<file path="config.mk">
export PLATFORM = sky130hd
export DESIGN_NAME = mc_mips_ctrl
export DESIGN_NICKNAME = d
export VERILOG_FILES = /design/src/rtl/mc_mips_ctrl.sv
export SDC_FILE = /design/constraint.sdc
export NUM_CORES = 1
export LEC_CHECK = 0
export ABC_CLOCK_PERIOD_IN_PS = 3580
export CAP_MARGIN = 40
export CORE_MARGIN = 2
export CORE_UTILIZATION = 49
export CTS_CLUSTER_SIZE = 12
export DETAILED_ROUTE_END_ITERATION = 7
export PLACE_DENSITY = 0.86
export SYNTH_ARGS = -nofsm -noshare
export SYNTH_HDL_FRONTEND = slang
export SYNTH_SLANG_ARGS = --single-unit
</file>
<file path="constraint.sdc">
create_clock -name clk -period 3.58 [get_ports clk]
set_input_delay 0.537 -clock clk [delete_from_list [all_inputs] [get_ports clk]]
set_output_delay 0.537 -clock clk [all_outputs]
set_load 0.005 [all_outputs]
</file>
<file path="src/rtl/mc_mips_ctrl.sv">
// Multi-cycle control sequencer for the MIPS-lite datapath: steps each
// instruction through FETCH/DECODE/EXE/MEM/WB and counts retired instructions.
module mc_mips_ctrl #(
    parameter int unsigned CNT_W = 32
) (
    input  logic             clk,
    input  logic             reset,
    input  logic [5:0]       op,
    input  logic [5:0]       func,
    input  logic             zero,
    output logic             pc_we,
    output logic             ir_we,
    output logic             gpr_we,
    output logic             dm_we,
    output logic [1:0]       npc_sel,
    output logic [1:0]       aluop,
    output logic             alu_src,
    output logic [1:0]       ext_op,
    output logic [1:0]       reg_dst,
    output logic [1:0]       wd_sel,
    output logic [3:0]       state,
    output logic             illegal,
    output logic [CNT_W-1:0] retired
);

    typedef enum logic [3:0] {
        FETCH  = 4'd0,
        DECODE = 4'd1,
        EXE    = 4'd2,
        WB_ALU = 4'd3,
        MA     = 4'd4,
        MR     = 4'd5,
        WB_MEM = 4'd6,
        MW     = 4'd7,
        BR     = 4'd8,
        JMP    = 4'd9
    } state_e;

    localparam logic [5:0] OP_RTYPE = 6'b000000;
    localparam logic [5:0] OP_ORI   = 6'b001101;
    localparam logic [5:0] OP_LUI   = 6'b001111;
    localparam logic [5:0] OP_LW    = 6'b100011;
    localparam logic [5:0] OP_SW    = 6'b101011;
    localparam logic [5:0] OP_BEQ   = 6'b000100;
    localparam logic [5:0] OP_J     = 6'b000010;
    localparam logic [5:0] OP_JAL   = 6'b000011;
    localparam logic [5:0] FN_ADDU  = 6'b100001;
    localparam logic [5:0] FN_SUBU  = 6'b100011;
    localparam logic [5:0] FN_JR    = 6'b001000;

    state_e           state_q, state_d;
    logic [CNT_W-1:0] retired_q, retired_d;

    logic is_rtype, is_addu, is_subu, is_jr, is_ori, is_lui;
    logic is_lw, is_sw, is_beq, is_j, is_jal;

    always_comb begin
        is_rtype = (op == OP_RTYPE);
        is_addu  = is_rtype && (func == FN_ADDU);
        is_subu  = is_rtype && (func == FN_SUBU);
        is_jr    = is_rtype && (func == FN_JR);
        is_ori   = (op == OP_ORI);
        is_lui   = (op == OP_LUI);
        is_lw    = (op == OP_LW);
        is_sw    = (op == OP_SW);
        is_beq   = (op == OP_BEQ);
        is_j     = (op == OP_J);
        is_jal   = (op == OP_JAL);
    end

    always_ff @(posedge clk or posedge reset) begin
        if (reset) begin
            state_q   <= FETCH;
            retired_q <= '0;
        end else begin
            state_q   <= state_d;
            retired_q <= retired_d;
        end
    end

    always_comb begin
        state_d = FETCH;
        case (state_q)
            FETCH:  state_d = DECODE;
            DECODE: begin
                if (is_addu || is_subu || is_ori || is_lui) state_d = EXE;
                else if (is_lw || is_sw)                    state_d = MA;
                else if (is_beq)                            state_d = BR;
                else if (is_j || is_jal || is_jr)           state_d = JMP;
                else                                        state_d = FETCH;
            end
            EXE:    state_d = WB_ALU;
            MA:     state_d = is_lw ? MR : MW;
            MR:     state_d = WB_MEM;
            default: state_d = FETCH;
        endcase
    end

    always_comb begin
        retired_d = retired_q;
        if (state_q == WB_ALU || state_q == WB_MEM || state_q == MW ||
            state_q == BR || state_q == JMP)
            retired_d = retired_q + CNT_W'(1);
    end

    always_comb begin
        pc_we   = 1'b0;
        ir_we   = 1'b0;
        gpr_we  = 1'b0;
        dm_we   = 1'b0;
        npc_sel = '0;
        aluop   = '0;
        alu_src = 1'b0;
        ext_op  = '0;
        reg_dst = '0;
        wd_sel  = '0;
        illegal = 1'b0;
        case (state_q)
            FETCH: begin
                ir_we = 1'b1;
                pc_we = 1'b1;
            end
            DECODE: begin
                illegal = !(is_addu || is_subu || is_ori || is_lui || is_lw ||
                            is_sw || is_beq || is_j || is_jal || is_jr);
            end
            EXE, WB_ALU: begin
                if (is_subu) aluop = 2'b01;
                else if (is_ori) begin
                    aluop   = 2'b10;
                    alu_src = 1'b1;
                end else if (is_lui) begin
                    aluop   = 2'b11;
                    alu_src = 1'b1;
                    ext_op  = 2'b10;
                end
                if (state_q == WB_ALU) begin
                    gpr_we  = 1'b1;
                    reg_dst = is_rtype ? 2'b01 : 2'b00;
                end
            end
            MA, MR, MW: begin
                alu_src = 1'b1;
                ext_op  = 2'b01;
                dm_we   = (state_q == MW);
            end
            WB_MEM: begin
                gpr_we = 1'b1;
                wd_sel = 2'b01;
            end
            BR: begin
                aluop   = 2'b01;
                npc_sel = 2'b01;
                pc_we   = zero;
            end
            JMP: begin
                pc_we   = 1'b1;
                npc_sel = is_jr ? 2'b11 : 2'b10;
                if (is_jal) begin
                    gpr_we  = 1'b1;
                    reg_dst = 2'b10;
                    wd_sel  = 2'b10;
                end
            end
            default: ;
        endcase
        // Reset must kill every write strobe at once, before the state flop settles.
        if (reset) begin
            pc_we   = 1'b0;
            ir_we   = 1'b0;
            gpr_we  = 1'b0;
            dm_we   = 1'b0;
            illegal = 1'b0;
        end
    end

    assign state   = state_q;
    assign retired = retired_q;

endmodule
</file>
==> out/qor.yml <==
power_and_ir_drop:
  p_sw_mw: 0.390
  switching_share: 0.330
  pwr-share-clk: 0.237
  p_comb_frac: 0.310
  seqPwrFrac: 0.453
  power_per_cell_area_nw_per_um2: 433
  p_int_mw: 0.791
  peakVddDrop_v: 0.000483
  p_leak_nw: 1.12
setup_path:
  rr_endpoint: "retired[17]"
  slowest_stage: "or4_1"
  critPathLaunchType: "input pin"
  worstPathCellList: "clkdlybuf4s50_1 > or4_1 > nor3_1 > nand3_1 > a21oi_1 > clkdlybuf4s50_1"
  r2r_setup_slack_ns: 1.46
  crit_type: "input pin to output pin"
  crit_arrival_ns: 2.81
  worstPathMaxFanout: 5
  worstPathRequired_ns: 3.04
  crit_path_max_incr_delay_ns: 0.62
  end_kind: "output pin"
  timing.rr.start: "state[3]"
  critPathMostFrequentCell: "clkdlybuf4s50_1"
  r2r_cells: 5
clock_network:
  cts-root-buf: "clkbuf_8"
  hold_buffers: 0
  path_clk_slew_ns: 0.07
  cts_buffer_depth: 2
  cts_resized: 0
  cts_buffers: 5
  clock_latency_ns: 0.28
  numClockSinks: 36
  cts_setup_buffers: 0
  htreeDepth: 2
  tritoncts: "yes"
detailed_routing:
  via_per_inst: 5.55
  vias: 1719
  finalWirelength_mm: 4.66
  antenna_left: 0
  wl_per_cell_um: 15.0
  first_pass_iters: 5
  drt_iter0_drc: 152
  drc: 0
die:
  die_y_um: 66.9
  num_rows: 22
  ioPinCount: 67
  die_area_um2: 4470
  die_w_um: 66.9
  initial_core_util: 0.518
  core_area_um2: 3740
place:
  port_buffers: 66
  placed_cells: 302
  gp_congestion: 0.869
  post-dp-hpwl_mm: 3.46
timing:
  period_minus_slack_ns: 3.35
  fin_tns_setup_ns: 0
  period_share: 0.935
  tightest_slew_ns: 0.537
  finalMaxSlewViolations: 0
  finalSetupViolations: 0
  fmax_mhz: 299
  final-hold-violation-count: 0
  skew_ns: 0.00454
  rsz0062_at_grt: "false"
  maxSlewHeadroom: 0.637
cells_and_area:
  drive_gt1_frac: 0.0763
  area_growth_pct: 40.6
  multi_input_area_um2: 990
  nNetsFinal: 277
  regArea_um2: 901
  mostFrequentLayoutCells: "clkdlybuf4s50_1, dfrtp_1, xnor2_1"
  final_common_cell: "clkdlybuf4s50_1"
  diodes: 0
  instances_no_fill: 310
  n_fill_cell: 286
grt:
  grt_use_met2: 0.398
  grt_use_met3: 0.0473
  top_usage_layer: "met2"
  overflow: 0
  antenna_found_initial: 0
  grt_pass1_vias: 1672
  grt_max_degree: 23
  track_usage: 0.229
  use_met1: 0.285
  grt_pass1_wl_mm: 7.71
yosys:
  synth-seq-cells: 36
  synth_area_leaders: "dfrtp_1, xnor2_1, nand2_1"
  async_flop_share: 1.00
  yosysTopAreaCellShare: 0.465
  syn_area_um2: 1940
  yosys_warnings: 0
  synth_top_cell_by_area: "dfrtp_1"
  avgSynthCellArea_um2: 10.0
  syn_nets: 209
  synth_edf_count: 0
  seq_area_frac_synth: 0.465
  synthFlopType: "dfrtp_1"
  syn_inst: 193
  synth_cell_types: 47
min_path:
  min_from: "retired[31]"
  hold_depth: 1
  whs_endpoint: "retired[31]"
  hp-class: "flip-flop to flip-flop"
status:
  status: "completed"
job:
  cap_violations: 0
-- synth_stat cells (2+ instances only) --
cell      instances
and4_1            5
clkbuf_1          3
xnor2_1          26
buf_4             2
dfrtp_1          36
nand2_1          18
nand2b_1          4
inv_1             3
nor4_1            3
nand3_1          13
nor3_1            4
and3_1            9
nor2_1           13
xor2_1            4
a21oi_1           4
and2_1            4
o21ai_0           2
nand4_1           9
nor3b_1           3
-- metrics by stage --
step | hold WS [ns] | area [µm²] | util | total power, mW | setup slack, ns
floorplan | 0.468 | 1940 | - | 0.711 | 1.32
global placement | 0.461 | 2640 | 0.705 | 0.896 | 0.288
detailed placement | 0.475 | 2640 | 0.705 | 0.905 | 0.264
CTS | 0.484 | 2730 | 0.728 | 1.19 | 0.258
global route | 0.511 | 2730 | 0.728 | 1.25 | 0.102
finish | 0.475 | 2730 | 0.728 | 1.18 | 0.234
-- final cells by class --
type                    count  share of cell area
multi-input cells         147               0.363
clock buffers               5              0.0253
repair buffers             68               0.248
clock inverters             3             0.00689
flip-flops and latches     36               0.331
inverters                   3             0.00413
well taps                  48              0.0220
-- critical path: cells and delay by family --
family,cells,cell delay (ns)
simple gates,3,1.12
compound gates,1,0.15
buf+inv,2,1.00
-- worst max path at each step --
stage,start,endpoint,cells past startpoint
2_1_floorplan,reset,pc_we,3
3_3_place_gp,op[3],aluop[0],6
3_5_place_dp,op[3],aluop[0],6
4_1_cts,op[3],aluop[0],6
5_1_grt,op[3],aluop[0],6
6_report,op[3],aluop[0],6
-- state kept, by name, summed over array words and instances (netlist names) --
register,flops
retired,32
state,4
-- power by group through the flow --
stage               clock, mW  sequential [mW]  combinational [mW]
floorplan                   0            0.497               0.214
global placement            0            0.538               0.357
detailed placement          0            0.541               0.365
CTS                     0.287            0.533               0.368
global route            0.303            0.544               0.401
finish                  0.280            0.535               0.366
-- cell families (layout without fill, tap and decap cells) --
| kind of cell | after synthesis | count (layout) | synth area share |
|---|---|---|---|
| AO/OA/AOI/OAI | 16 | 16 | 0.0588 |
| XOR/XNOR | 31 | 31 | 0.144 |
| adder cells (fa/ha/maj) | 1 | 1 | 0.00645 |
| buffers and inverters | 10 | 79 | 0.0245 |
| flip-flops | 36 | 36 | 0.465 |
| multiplexers | 1 | 1 | 0.00581 |
| AND/OR/NAND/NOR | 98 | 98 | 0.296 |
-- metal layers --
metal	share of wire	wire, µm
met3	0.046	215
met1	0.43	2010
met4	0.011	51
met2	0.51	2390
met5	0	0
No activity file was read; power rests on OpenSTA's default activity.
==> patch: new RTL, same settings <==
`CNT_W`: 32 -> 64.
--- a/src/rtl/mc_mips_ctrl.sv
+++ b/src/rtl/mc_mips_ctrl.sv
@@ -1,7 +1,7 @@
 // Multi-cycle control sequencer for the MIPS-lite datapath: steps each
 // instruction through FETCH/DECODE/EXE/MEM/WB and counts retired instructions.
 module mc_mips_ctrl #(
-    parameter int unsigned CNT_W = 32
+    parameter int unsigned CNT_W = 64
 ) (
     input  logic             clk,
     input  logic             reset,
Ports: changed (resized retired); port bits go from 67 to 99. No check against the original RTL was run, so the function may have changed too.
==> patch against the unedited design <==
Routed wire length increased by 83%; critical path depth grew 1; power is 70% higher; setup slack gained 0.042 ns; count of clock-buffer cells in the layout increased by 5; sequential cell count increased by 32; final area rose by 85%; first-iteration DRC count is 9.2% higher; synthesized area grew 94%; largest power group unchanged.
==> patch: results <==
[global_route]
grt_first_pass_wirelength_um = 14500
grt_max_degree = 69
antenna_found_initial = 0
track_usage_pct = 21.4
grt_pass1_vias = 2999

[worst_hold_path]
hold_path_class = flip-flop to flip-flop

[timing]
finClkSkew_ns = 0.0135
hold_ws_ns = 0.474
finalSetupViolCount = 0
fin_setup_tns_ns = 0
slew_headroom_pct = 43.6

[place]
gp_congestion = 0.874
dpl.hpwl_um = 6230
port_buffers = 98

[critical_path]
path_delay_family = simple AND/OR/NAND/NOR gates
max_stage_delay_ns = 0.47
r2r_slack_ns = 1.19
crit_fanout = 4
arrival_ns = 2.77
crit_slowest_cell = clkdlybuf4s50_1

[finish]
diodes = 0
drive_gt1_share_pct = 12.6
largest_reg_flops = 64
final_nets = 473

[route]
first_iter_violations = 166
routed_via_density = 5.41
drtPass1Iterations = 4
wl_per_cell_um = 15.2

[clock_tree]
cts_resized = 0
cts_buffer_depth = 2
cts_max_level = 3
post_cts_buffers = 0
cts.clk_slew.worst_paths_ns = 0.07
clk-insertion-delay-late_ns = 0.34
cts-root-buf = clkbuf_8
numCtsBuffers = 9

[power_and_ir_drop]
power.leakage_uw = 0.00232
ir_worst_vdd_mv = 0.232

[logic_synthesis]
ys_warn_count = 0
ys_seq_area_share_pct = 45.2
yosys.cell_types.count = 54
synthTopCellsByArea = dfrtp_1 45%, xor2_1 9.8%, xnor2_1 4.9%, nor3_1 3.6%, nand2_1 3.1%
synth_async_sr_flop_share_pct = 100
synth_commonest_cells = 68 x dfrtp_1, 42 x xor2_1, 31 x nand2_1
syn_nets = 372

[run_status]
run_status = completed
## patch: cell count changes in the layout (fill, tap and decap cells not counted), moves of 5 or more
cell             before  now
inv_1                 3   12
dfrtp_1              36   68
clkbuf_8              5   10
nor4_2                0    5
xor2_1                4   42
xnor2_1              26   21
nor4_1                3    8
nor3_1                4   27
nand2_1              18   31
nand4_1               9   15
clkdlybuf4s50_1      66   98
nor2_1               13   26
## patch: power by group
| part | switching [uW] | internal [uW] | leakage, uW |
|---|---|---|---|
| clock | 289 | 411 | 0.000116 |
| combinational | 174 | 228 | 0.00126 |
| sequential | 102 | 808 | 0.000940 |
## patch: through the flow
stage / cells / setup slack, ns / total power [uW] / instance area, um^2 / util [%]
2_1_floorplan: 356 / 0.630 / 1130 / 3770 / -
3_3_place_gp: 545 / 0.333 / 1310 / 4820 / 65.7
3_5_place_dp: 545 / 0.318 / 1320 / 4820 / 65.7
4_1_cts: 561 / 0.310 / 2030 / 5040 / 68.8
5_1_grt: 561 / 0.117 / 2110 / 5040 / 68.8
6_report: 561 / 0.276 / 2010 / 5040 / 68.8
## patch: layer usage
metal | routed length, um | global-route usage (%) | part of all wire (%)
met4 | 125 | 7.45 | 1.5
met1 | 3880 | 28.2 | 45
met5 | 0 | 0 | 0
met2 | 4160 | 34.5 | 49
met3 | 392 | 5.26 | 4.6
## patch: final cells by class
class / instances / area [um^2]
fillers: 535 / 2290
repair buffers: 100 / 996
clock buffers: 10 / 138
flip-flops and latches: 68 / 1700
inverters: 13 / 48.8
multi-input cells: 265 / 1950
well taps: 99 / 124
clock inverters: 6 / 87.6
## patch: path summary, 6_finish.rpt
check | startpoint | end | cells past startpoint
worst max-delay path | op[5] | illegal | 7
worst min-delay path | retired[63]$_DFFE_PP0P_ | retired[63]$_DFFE_PP0P_ | 1
worst max register to register | state[3]$_DFF_PP0_ | retired[59]$_DFFE_PP0P_ | 5
worst min register to register | retired[63]$_DFFE_PP0P_ | retired[63]$_DFFE_PP0P_ | 1
max in group asynchronous | reset | retired[48]$_DFFE_PP0P_ | 3
min in group asynchronous | reset | retired[52]$_DFFE_PP0P_ | 3
## patch: kinds of logic after synthesis
kind of cell	synth area share, %
compound gates	2.29
xor+xnor	15.1
fa+ha+maj	0.332
buf+inv	3.12
flops	45.2
mux	0.299
simple gates	33.7
## patch: worst reg2reg max path, delay by kind of cell, from the launching register on
kind,cells,cell delay [ns]
DFF,1,0.53
and+or+nand+nor,3,1.24
xor gates and xnor gates,1,0.17
AOI/OAI and AO/OA,1,0.38
